**config.mk**
```make
export PLATFORM = sky130hd
export DESIGN_NAME = mem_access_flat
export DESIGN_NICKNAME = d
export VERILOG_FILES = /design/src/rtl/miniRV_pkg.sv /design/src/rtl/mem_access_if.sv /design/src/rtl/lsu_align.sv /design/src/rtl/mem_access.sv /design/src/flat_wrapper.sv
export SDC_FILE = /design/constraint.sdc
export NUM_CORES = 1
export LEC_CHECK = 0
export ABC_CLOCK_PERIOD_IN_PS = 2210
export CAP_MARGIN = 20
export CORE_UTILIZATION = 32
export DETAILED_ROUTE_END_ITERATION = 10
export GPL_TIMING_DRIVEN = 0
export PLACE_DENSITY = 0.67
export SKIP_LAST_GASP = 1
export SLEW_MARGIN = 20
export SYNTH_ARGS = -nofsm -noshare
export SYNTH_HDL_FRONTEND = slang
export SYNTH_SLANG_ARGS = --single-unit
```
**constraint.sdc**
```tcl
create_clock -name clk -period 2.21 [get_ports clk]
set_input_delay 0.442 -clock clk [delete_from_list [all_inputs] [get_ports clk]]
set_output_delay 0.442 -clock clk [all_outputs]
set_load 0.02 [all_outputs]
```
**src/rtl/miniRV_pkg.sv**
```systemverilog
// Shared constants and types for the miniRV load/store unit.
package miniRV_pkg;

  localparam int DATA_W = 32;

  localparam logic [2:0] F3_B  = 3'd0;
  localparam logic [2:0] F3_H  = 3'd1;
  localparam logic [2:0] F3_W  = 3'd2;
  localparam logic [2:0] F3_BU = 3'd4;
  localparam logic [2:0] F3_HU = 3'd5;

  localparam logic [7:0] MEM_TIMEOUT = 8'd255;

  typedef enum logic [1:0] {
    IDLE = 2'd0,
    BUSY = 2'd1,
    DONE = 2'd2
  } mem_state_e;

endpackage

```
**src/rtl/mem_access_if.sv**
```systemverilog
// Data-bus request/acknowledge channel between the MEM stage and memory.
interface mem_access_if;
  import miniRV_pkg::*;

  logic              dbus_req;
  logic              dbus_we;
  logic [31:0]       dbus_addr;
  logic [DATA_W-1:0] dbus_wdata;
  logic [3:0]        dbus_wstrb;
  logic              dbus_ack;
  logic [DATA_W-1:0] dbus_rdata;

  modport master (
    output dbus_req, dbus_we, dbus_addr, dbus_wdata, dbus_wstrb,
    input  dbus_ack, dbus_rdata
  );

  modport slave (
    input  dbus_req, dbus_we, dbus_addr, dbus_wdata, dbus_wstrb,
    output dbus_ack, dbus_rdata
  );

endinterface

```
**src/rtl/lsu_align.sv**
```systemverilog
// Combinational lane steering: legality check, store byte enables/replication,
// and load byte/halfword extraction with sign or zero extension.
module lsu_align
  import miniRV_pkg::*;
(
  input  logic              valid,
  input  logic              re,
  input  logic              we,
  input  logic [2:0]        funct3,
  input  logic [1:0]        off,
  input  logic [DATA_W-1:0] st_data,
  output logic              legal,
  output logic              illegal,
  output logic [3:0]        wstrb,
  output logic [DATA_W-1:0] wdata,
  input  logic [2:0]        ld_funct3,
  input  logic [1:0]        ld_off,
  input  logic [DATA_W-1:0] rdata,
  output logic [DATA_W-1:0] ld_data
);

  function automatic logic [DATA_W-1:0] ext8(input logic signed [7:0] b, input logic sgn);
    return sgn ? {{24{b[7]}}, b} : {24'd0, b};
  endfunction

  function automatic logic [DATA_W-1:0] ext16(input logic signed [15:0] h, input logic sgn);
    return sgn ? {{16{h[15]}}, h} : {16'd0, h};
  endfunction

  logic f3_ok;
  logic aligned;

  always_comb begin
    f3_ok   = 1'b0;
    aligned = 1'b0;
    if (we) f3_ok = funct3 inside {F3_B, F3_H, F3_W};
    else    f3_ok = funct3 inside {F3_B, F3_H, F3_W, F3_BU, F3_HU};
    case (funct3[1:0])
      2'd0:    aligned = 1'b1;
      2'd1:    aligned = ~off[0];
      default: aligned = (off == 2'd0);
    endcase
    legal   = valid & (re ^ we) & f3_ok & aligned;
    // A valid slot with neither re nor we is a non-memory instruction, not a fault.
    illegal = valid & (re | we) & ~legal;
  end

  always_comb begin
    wstrb = 4'b0000;
    wdata = '0;
    case (funct3[1:0])
      2'd0: begin
        wstrb = 4'b0001 << off;
        wdata = {4{st_data[7:0]}};
      end
      2'd1: begin
        wstrb = off[1] ? 4'b1100 : 4'b0011;
        wdata = {2{st_data[15:0]}};
      end
      2'd2: begin
        wstrb = 4'b1111;
        wdata = st_data;
      end
      default: begin
        wstrb = 4'b0000;
        wdata = '0;
      end
    endcase
  end

  logic signed [7:0]  ld_byte;
  logic signed [15:0] ld_half;

  always_comb begin
    ld_byte = rdata[8*ld_off +: 8];
    ld_half = ld_off[1] ? rdata[31:16] : rdata[15:0];
    ld_data = rdata;
    case (ld_funct3)
      F3_B:    ld_data = ext8(ld_byte, 1'b1);
      F3_BU:   ld_data = ext8(ld_byte, 1'b0);
      F3_H:    ld_data = ext16(ld_half, 1'b1);
      F3_HU:   ld_data = ext16(ld_half, 1'b0);
      default: ld_data = rdata;
    endcase
  end

endmodule

```
**src/rtl/mem_access.sv**
```systemverilog
// MEM-stage data-bus sequencer: IDLE -> BUSY (held request, watchdog) -> DONE,
// stalling the pipeline until the bus completes or the watchdog fires.
module mem_access
  import miniRV_pkg::*;
(
  input  logic              clk,
  input  logic              rst,
  input  logic              mem_valid,
  input  logic              mem_ram_re,
  input  logic              mem_ram_we,
  input  logic [2:0]        mem_funct3,
  input  logic [31:0]       mem_ALU_C,
  input  logic [DATA_W-1:0] mem_rD2,
  mem_access_if.master      dbus,
  output logic [DATA_W-1:0] mem_DRAM_rdo,
  output logic              mem_stall,
  output logic              mem_err
);

  mem_state_e        state_q, state_d;
  logic [7:0]        wd_q, wd_d;
  logic              we_q;
  logic [31:0]       addr_q;
  logic [DATA_W-1:0] wdata_q;
  logic [3:0]        wstrb_q;
  logic [1:0]        off_q;
  logic [2:0]        f3_q;
  logic [DATA_W-1:0] rdo_q;
  logic              err_q, err_d;

  logic              legal, illegal;
  logic [3:0]        st_wstrb;
  logic [DATA_W-1:0] st_wdata, ld_data;
  logic              latch, capture, timeout, stall;

  lsu_align u_align (
    .valid     (mem_valid),
    .re        (mem_ram_re),
    .we        (mem_ram_we),
    .funct3    (mem_funct3),
    .off       (mem_ALU_C[1:0]),
    .st_data   (mem_rD2),
    .legal     (legal),
    .illegal   (illegal),
    .wstrb     (st_wstrb),
    .wdata     (st_wdata),
    .ld_funct3 (f3_q),
    .ld_off    (off_q),
    .rdata     (dbus.dbus_rdata),
    .ld_data   (ld_data)
  );

  always_comb begin
    state_d = state_q;
    wd_d    = wd_q;
    latch   = 1'b0;
    capture = 1'b0;
    timeout = 1'b0;
    err_d   = 1'b0;
    stall   = 1'b0;
    case (state_q)
      IDLE: begin
        if (legal) begin
          state_d = BUSY;
          wd_d    = 8'd0;
          latch   = 1'b1;
          stall   = 1'b1;
        end else if (illegal) begin
          err_d = 1'b1;
        end
      end
      BUSY: begin
        stall = 1'b1;
        if (dbus.dbus_ack) begin
          state_d = DONE;
          capture = 1'b1;
        end else begin
          wd_d = wd_q + 8'd1;
          if (wd_q == MEM_TIMEOUT - 8'd1) begin
            state_d = DONE;
            timeout = 1'b1;
            err_d   = 1'b1;
          end
        end
      end
      DONE:    state_d = IDLE;
      default: state_d = IDLE;
    endcase
  end

  always_ff @(posedge clk) begin
    if (rst) begin
      state_q <= IDLE;
      wd_q    <= 8'd0;
      we_q    <= 1'b0;
      addr_q  <= '0;
      wdata_q <= '0;
      wstrb_q <= 4'b0000;
      rdo_q   <= '0;
      err_q   <= 1'b0;
    end else begin
      state_q <= state_d;
      wd_q    <= wd_d;
      err_q   <= err_d;
      if (latch) begin
        we_q    <= mem_ram_we;
        addr_q  <= {mem_ALU_C[31:2], 2'b00};
        wdata_q <= st_wdata;
        wstrb_q <= mem_ram_we ? st_wstrb : 4'b0000;
      end
      if (capture && !we_q)      rdo_q <= ld_data;
      else if (timeout && !we_q) rdo_q <= '0;
    end
  end

  // Load-format selectors only matter once BUSY begins, so they carry no reset.
  always_ff @(posedge clk) begin
    if (latch) begin
      off_q <= mem_ALU_C[1:0];
      f3_q  <= mem_funct3;
    end
  end

  assign dbus.dbus_req   = (state_q == BUSY);
  assign dbus.dbus_we    = we_q;
  assign dbus.dbus_addr  = addr_q;
  assign dbus.dbus_wdata = wdata_q;
  assign dbus.dbus_wstrb = wstrb_q;
  assign mem_DRAM_rdo    = rdo_q;
  assign mem_err         = err_q;
  assign mem_stall       = stall & ~rst;

endmodule

```
**src/flat_wrapper.sv**
```systemverilog
// flat-port wrapper written by rule: the top's interface ports become plain ports
module mem_access_flat import miniRV_pkg::*;
  (clk, rst, mem_valid, mem_ram_re, mem_ram_we, mem_funct3, mem_ALU_C, mem_rD2, mem_DRAM_rdo, mem_stall, mem_err, dbus_dbus_req, dbus_dbus_we, dbus_dbus_addr, dbus_dbus_wdata, dbus_dbus_wstrb, dbus_dbus_ack, dbus_dbus_rdata);
  mem_access_if dbus_i ();
  input  logic clk;
  input  logic rst;
  input  logic mem_valid;
  input  logic mem_ram_re;
  input  logic mem_ram_we;
  input  logic [2:0] mem_funct3;
  input  logic [31:0] mem_ALU_C;
  input  logic [DATA_W-1:0] mem_rD2;
  output logic [DATA_W-1:0] mem_DRAM_rdo;
  output logic mem_stall;
  output logic mem_err;
  output wire logic [$bits(dbus_i.dbus_req)-1:0] dbus_dbus_req;
  output wire logic [$bits(dbus_i.dbus_we)-1:0] dbus_dbus_we;
  output wire logic [$bits(dbus_i.dbus_addr)-1:0] dbus_dbus_addr;
  output wire logic [$bits(dbus_i.dbus_wdata)-1:0] dbus_dbus_wdata;
  output wire logic [$bits(dbus_i.dbus_wstrb)-1:0] dbus_dbus_wstrb;
  input wire logic [$bits(dbus_i.dbus_ack)-1:0] dbus_dbus_ack;
  input wire logic [$bits(dbus_i.dbus_rdata)-1:0] dbus_dbus_rdata;
  assign dbus_dbus_req = dbus_i.dbus_req;
  assign dbus_dbus_we = dbus_i.dbus_we;
  assign dbus_dbus_addr = dbus_i.dbus_addr;
  assign dbus_dbus_wdata = dbus_i.dbus_wdata;
  assign dbus_dbus_wstrb = dbus_i.dbus_wstrb;
  assign dbus_i.dbus_ack = dbus_dbus_ack;
  assign dbus_i.dbus_rdata = dbus_dbus_rdata;
  mem_access u_core (.clk(clk), .rst(rst), .mem_valid(mem_valid), .mem_ram_re(mem_ram_re), .mem_ram_we(mem_ram_we), .mem_funct3(mem_funct3), .mem_ALU_C(mem_ALU_C), .mem_rD2(mem_rD2), .dbus(dbus_i), .mem_DRAM_rdo(mem_DRAM_rdo), .mem_stall(mem_stall), .mem_err(mem_err));
endmodule
```
==> impl_metrics.env <==
export IMPL_outcome="finished, final reports clean"
export IMPL_hold_path_startpoint="mem_ram_we"
export IMPL_synthCells=552
export IMPL_period_needed_ns=2.16
export IMPL_insertion_delay_ns=0.41
export IMPL_p_leak_nw=2.80
export IMPL_yosys_warnings=0
export IMPL_htreeDepth=4
export IMPL_grt_antenna_before_repair=2
export IMPL_routedWlPerCell_um=17.4
export IMPL_fin_crit_sh=0.976
export IMPL_synth_top_cells_by_area="dfxtp_1, nand2_1, a21oi_1, o2bb2ai_1, nor2_1"
export IMPL_clockBufferDepth=2
export IMPL_dr_pass1_iters=6
export IMPL_coreArea_um2=14800
export IMPL_drive_gt1_frac=0.0958
export IMPL_max_freq_mhz=464
export IMPL_setup_viol=0
export IMPL_top_level_ports=209
export IMPL_clkSlewWorstSetupHoldPaths_ns=0.05
export IMPL_fill_cells=1360
export IMPL_viasPerCell=5.14
export IMPL_critPathKind="in2out"
export IMPL_place_gp_congestion=0.881
export IMPL_drtAntennaViolNets=0
export IMPL_grt_ovfl_total=0
export IMPL_cts_tree="built"
export IMPL_synth_common_cells="dfxtp_1, nand2_1, a21oi_1"
export IMPL_p_per_area_nw_per_um2=747
export IMPL_synth_top_cell_by_area="dfxtp_1"
export IMPL_io_buffers=206
export IMPL_cts_hold_buf=0
export IMPL_routed_wl_um=17000
export IMPL_vias=5036
export IMPL_slew_headroom=0.629
export IMPL_rows=44
export IMPL_endpoint_kind="output pin"
export IMPL_synth_area_um2=4910
export IMPL_yosysSeqAreaShare=0.479
export IMPL_fin_setup_tns_ns=0
export IMPL_grt_pass1_wl_um=27100
export IMPL_place_inst=943
export IMPL_dieWidth_um=126
export IMPL_max_cap_viol_count=0
export IMPL_holdPathEnd="u_core.dbus.dbus_we"
export IMPL_ys_flop_type="dfxtp_1"
export IMPL_rr_endpoint="u_core.mem_DRAM_rdo[11]"
export IMPL_path_max_fanout=5
export IMPL_worst_pin_slew_ns=0.556
export IMPL_area_growth_pct=60.2
export IMPL_place_area_um2=7200
export IMPL_grt_pass1_vias=5159
export IMPL_worstPathRequired_ns=1.77
export IMPL_final_hold_viol_count=0
export IMPL_final_nets=888
export IMPL_grt_total_usage=0.221
export IMPL_reg2reg_from="u_core.wd_q[0]"
export IMPL_holdPathStages=3
export IMPL_avgSynthCellArea_um2=8.89
export IMPL_yosysMostFrequentCell="dfxtp_1"
export IMPL_drt_iter0_markers=320
export IMPL_grt_max_degree=17
export IMPL_start_util=0.333
export IMPL_dpl_worst_slack_ns=-0.872
export IMPL_synth_cell_types=49
export IMPL_synth_top_area_frac=0.449
export IMPL_die_h_um=126
export IMPL_cp_startpoint="mem_ALU_C[1]"
export IMPL_fin_ws_ns=0.0527
export IMPL_instances_no_fill=979
export IMPL_hold_path_class="in2reg"
export IMPL_seq_area_um2=2350
export IMPL_dpl_hpwl_um=12900
export IMPL_drc=0
export IMPL_vdd_ir_drop_max_v=0.000505
export IMPL_cts_inserted_buffers=17
export IMPL_synth_edff_count=5
export IMPL_final_max_slew_violation_count=0
export IMPL_dieArea_um2=15800
export IMPL_synth_async_sr_flop_share=0
export IMPL_final_util=0.533
export IMPL_ff2ff_path_depth=7
export IMPL_synth_seq_cells=115
export IMPL_rsz0062_at_grt="no"
export IMPL_crit_arrival_ns=1.72
export IMPL_critPathLaunchType="input port"
export IMPL_reg2reg_slack_ns=0.15
export IMPL_stdcell_area_um2=7860
export IMPL_cts_root_buf="clkbuf_16"
export IMPL_multiInputGateArea_um2=2330
export IMPL_cts_sinks=115
export IMPL_finClkSkew_ns=0.0130
## logic make-up (layout without fill, tap and decap cells)
| family | Yosys count | in the layout | synth area share |
|---|---|---|---|
| compound gates | 158 | 158 | 0.223 |
| xor+xnor | 5 | 5 | 0.00892 |
| fa+ha+maj | 3 | 3 | 0.00765 |
| buf+inv | 51 | 291 | 0.0490 |
| flops | 115 | 115 | 0.479 |
| mux | 22 | 22 | 0.0497 |
| other cells | 1 | 4 | 0.000764 |
| simple gates | 197 | 197 | 0.182 |
## cells in the final DEF (no fill, tap or decap), types with 6 or more instances in the layout
master           Yosys  layout
nand2b_1             9       9
nor2_1              46      46
a21oi_1             63      63
buf_2                9       9
dfxtp_1            110     110
mux2i_1             12      12
a211oi_1            19      18
inv_1                7       7
o21ai_0             11      11
a21boi_0             7       7
mux2_2               9       9
buf_4                8      11
nand3_1              7       7
o2bb2ai_1           31      31
a221oi_1             8       8
nand2_1             90      90
dlygate4sd2_1        0       6
clkbuf_16            0      17
clkdlybuf4s50_1      0     196
clkbuf_1            22      21
nor3_1              26      26
## flip-flops by register name (all words and copies together) (netlist names)
signal,count
u_core.mem_err,1
u_core.mem_DRAM_rdo,32
u_core.f3_q,3
u_core.wd_q,8
u_core.dbus.dbus_we,1
u_core.dbus.dbus_addr,30
u_core.off_q,2
u_core.dbus.dbus_wdata,32
u_core.state_q,2
u_core.dbus.dbus_wstrb,4
## worst max-delay path, stage by stage
cell and delay (ns):
dlygate4sd2_1 0.30, o41ai_2 0.38, nand4_1 0.19, a211oi_2 0.22
buf_4 0.18
## power breakdown
part	switching (mW)	total, mW	internal (mW)	leakage (nW)
Combinational	0.374	0.748	0.374	1.54
Sequential	0.0369	2.19	2.15	0.936
Clock	0.946	2.94	1.99	0.316
Total	1.36	5.88	4.52	2.80
## worst max-delay path by stage
stage / endpoint / slack [ns] / cells after the start
after floorplan: mem_stall / 0.19 / 5
after global placement: mem_stall / -0.87 / 5
after detailed placement: mem_stall / -0.87 / 5
after CTS: mem_stall / -0.02 / 5
after global routing: mem_stall / 0.003 / 5
final: mem_stall / 0.05 / 5
## metrics by stage
step / hold slack (ns) / total power [mW]
CTS: 0.451 / 5.93
global route: 0.306 / 6.08
finish: 0.303 / 5.88
global placement: 0.441 / 2.96
detailed placement: 0.448 / 2.97
floorplan: 0.469 / 2.56
## what timing repair did
action | CTS | global route
buffers inserted | 1 | 1
setup endpoints to repair | 2 | 1
gates cloned | 0 | 0
pin swaps | 4 | 2
resized for setup | 21 | 5
## layer usage
metal / part of all wire / track usage / routed length, µm / vias to the layer above
li1: - / - / - / 2434
met5: 0.00076 / 0 / 13 / -
met1: 0.40 / 0.251 / 6870 / 2345
met4: 0.013 / 0.0765 / 216 / 2
met3: 0.11 / 0.0943 / 1880 / 17
met2: 0.47 / 0.370 / 8040 / 238
## cell type report
type / instances / area share
repair buffers: 208 / 0.262
clock buffers: 22 / 0.0616
inverters: 10 / 0.00477
clock inverters: 10 / 0.0194
well taps: 184 / 0.0293
flip-flops and latches: 115 / 0.299
plain buffers: 41 / 0.0275
multi-input cells: 387 / 0.296
diodes: 2 / 0.000636
Power figures use the tool's default switching activity.
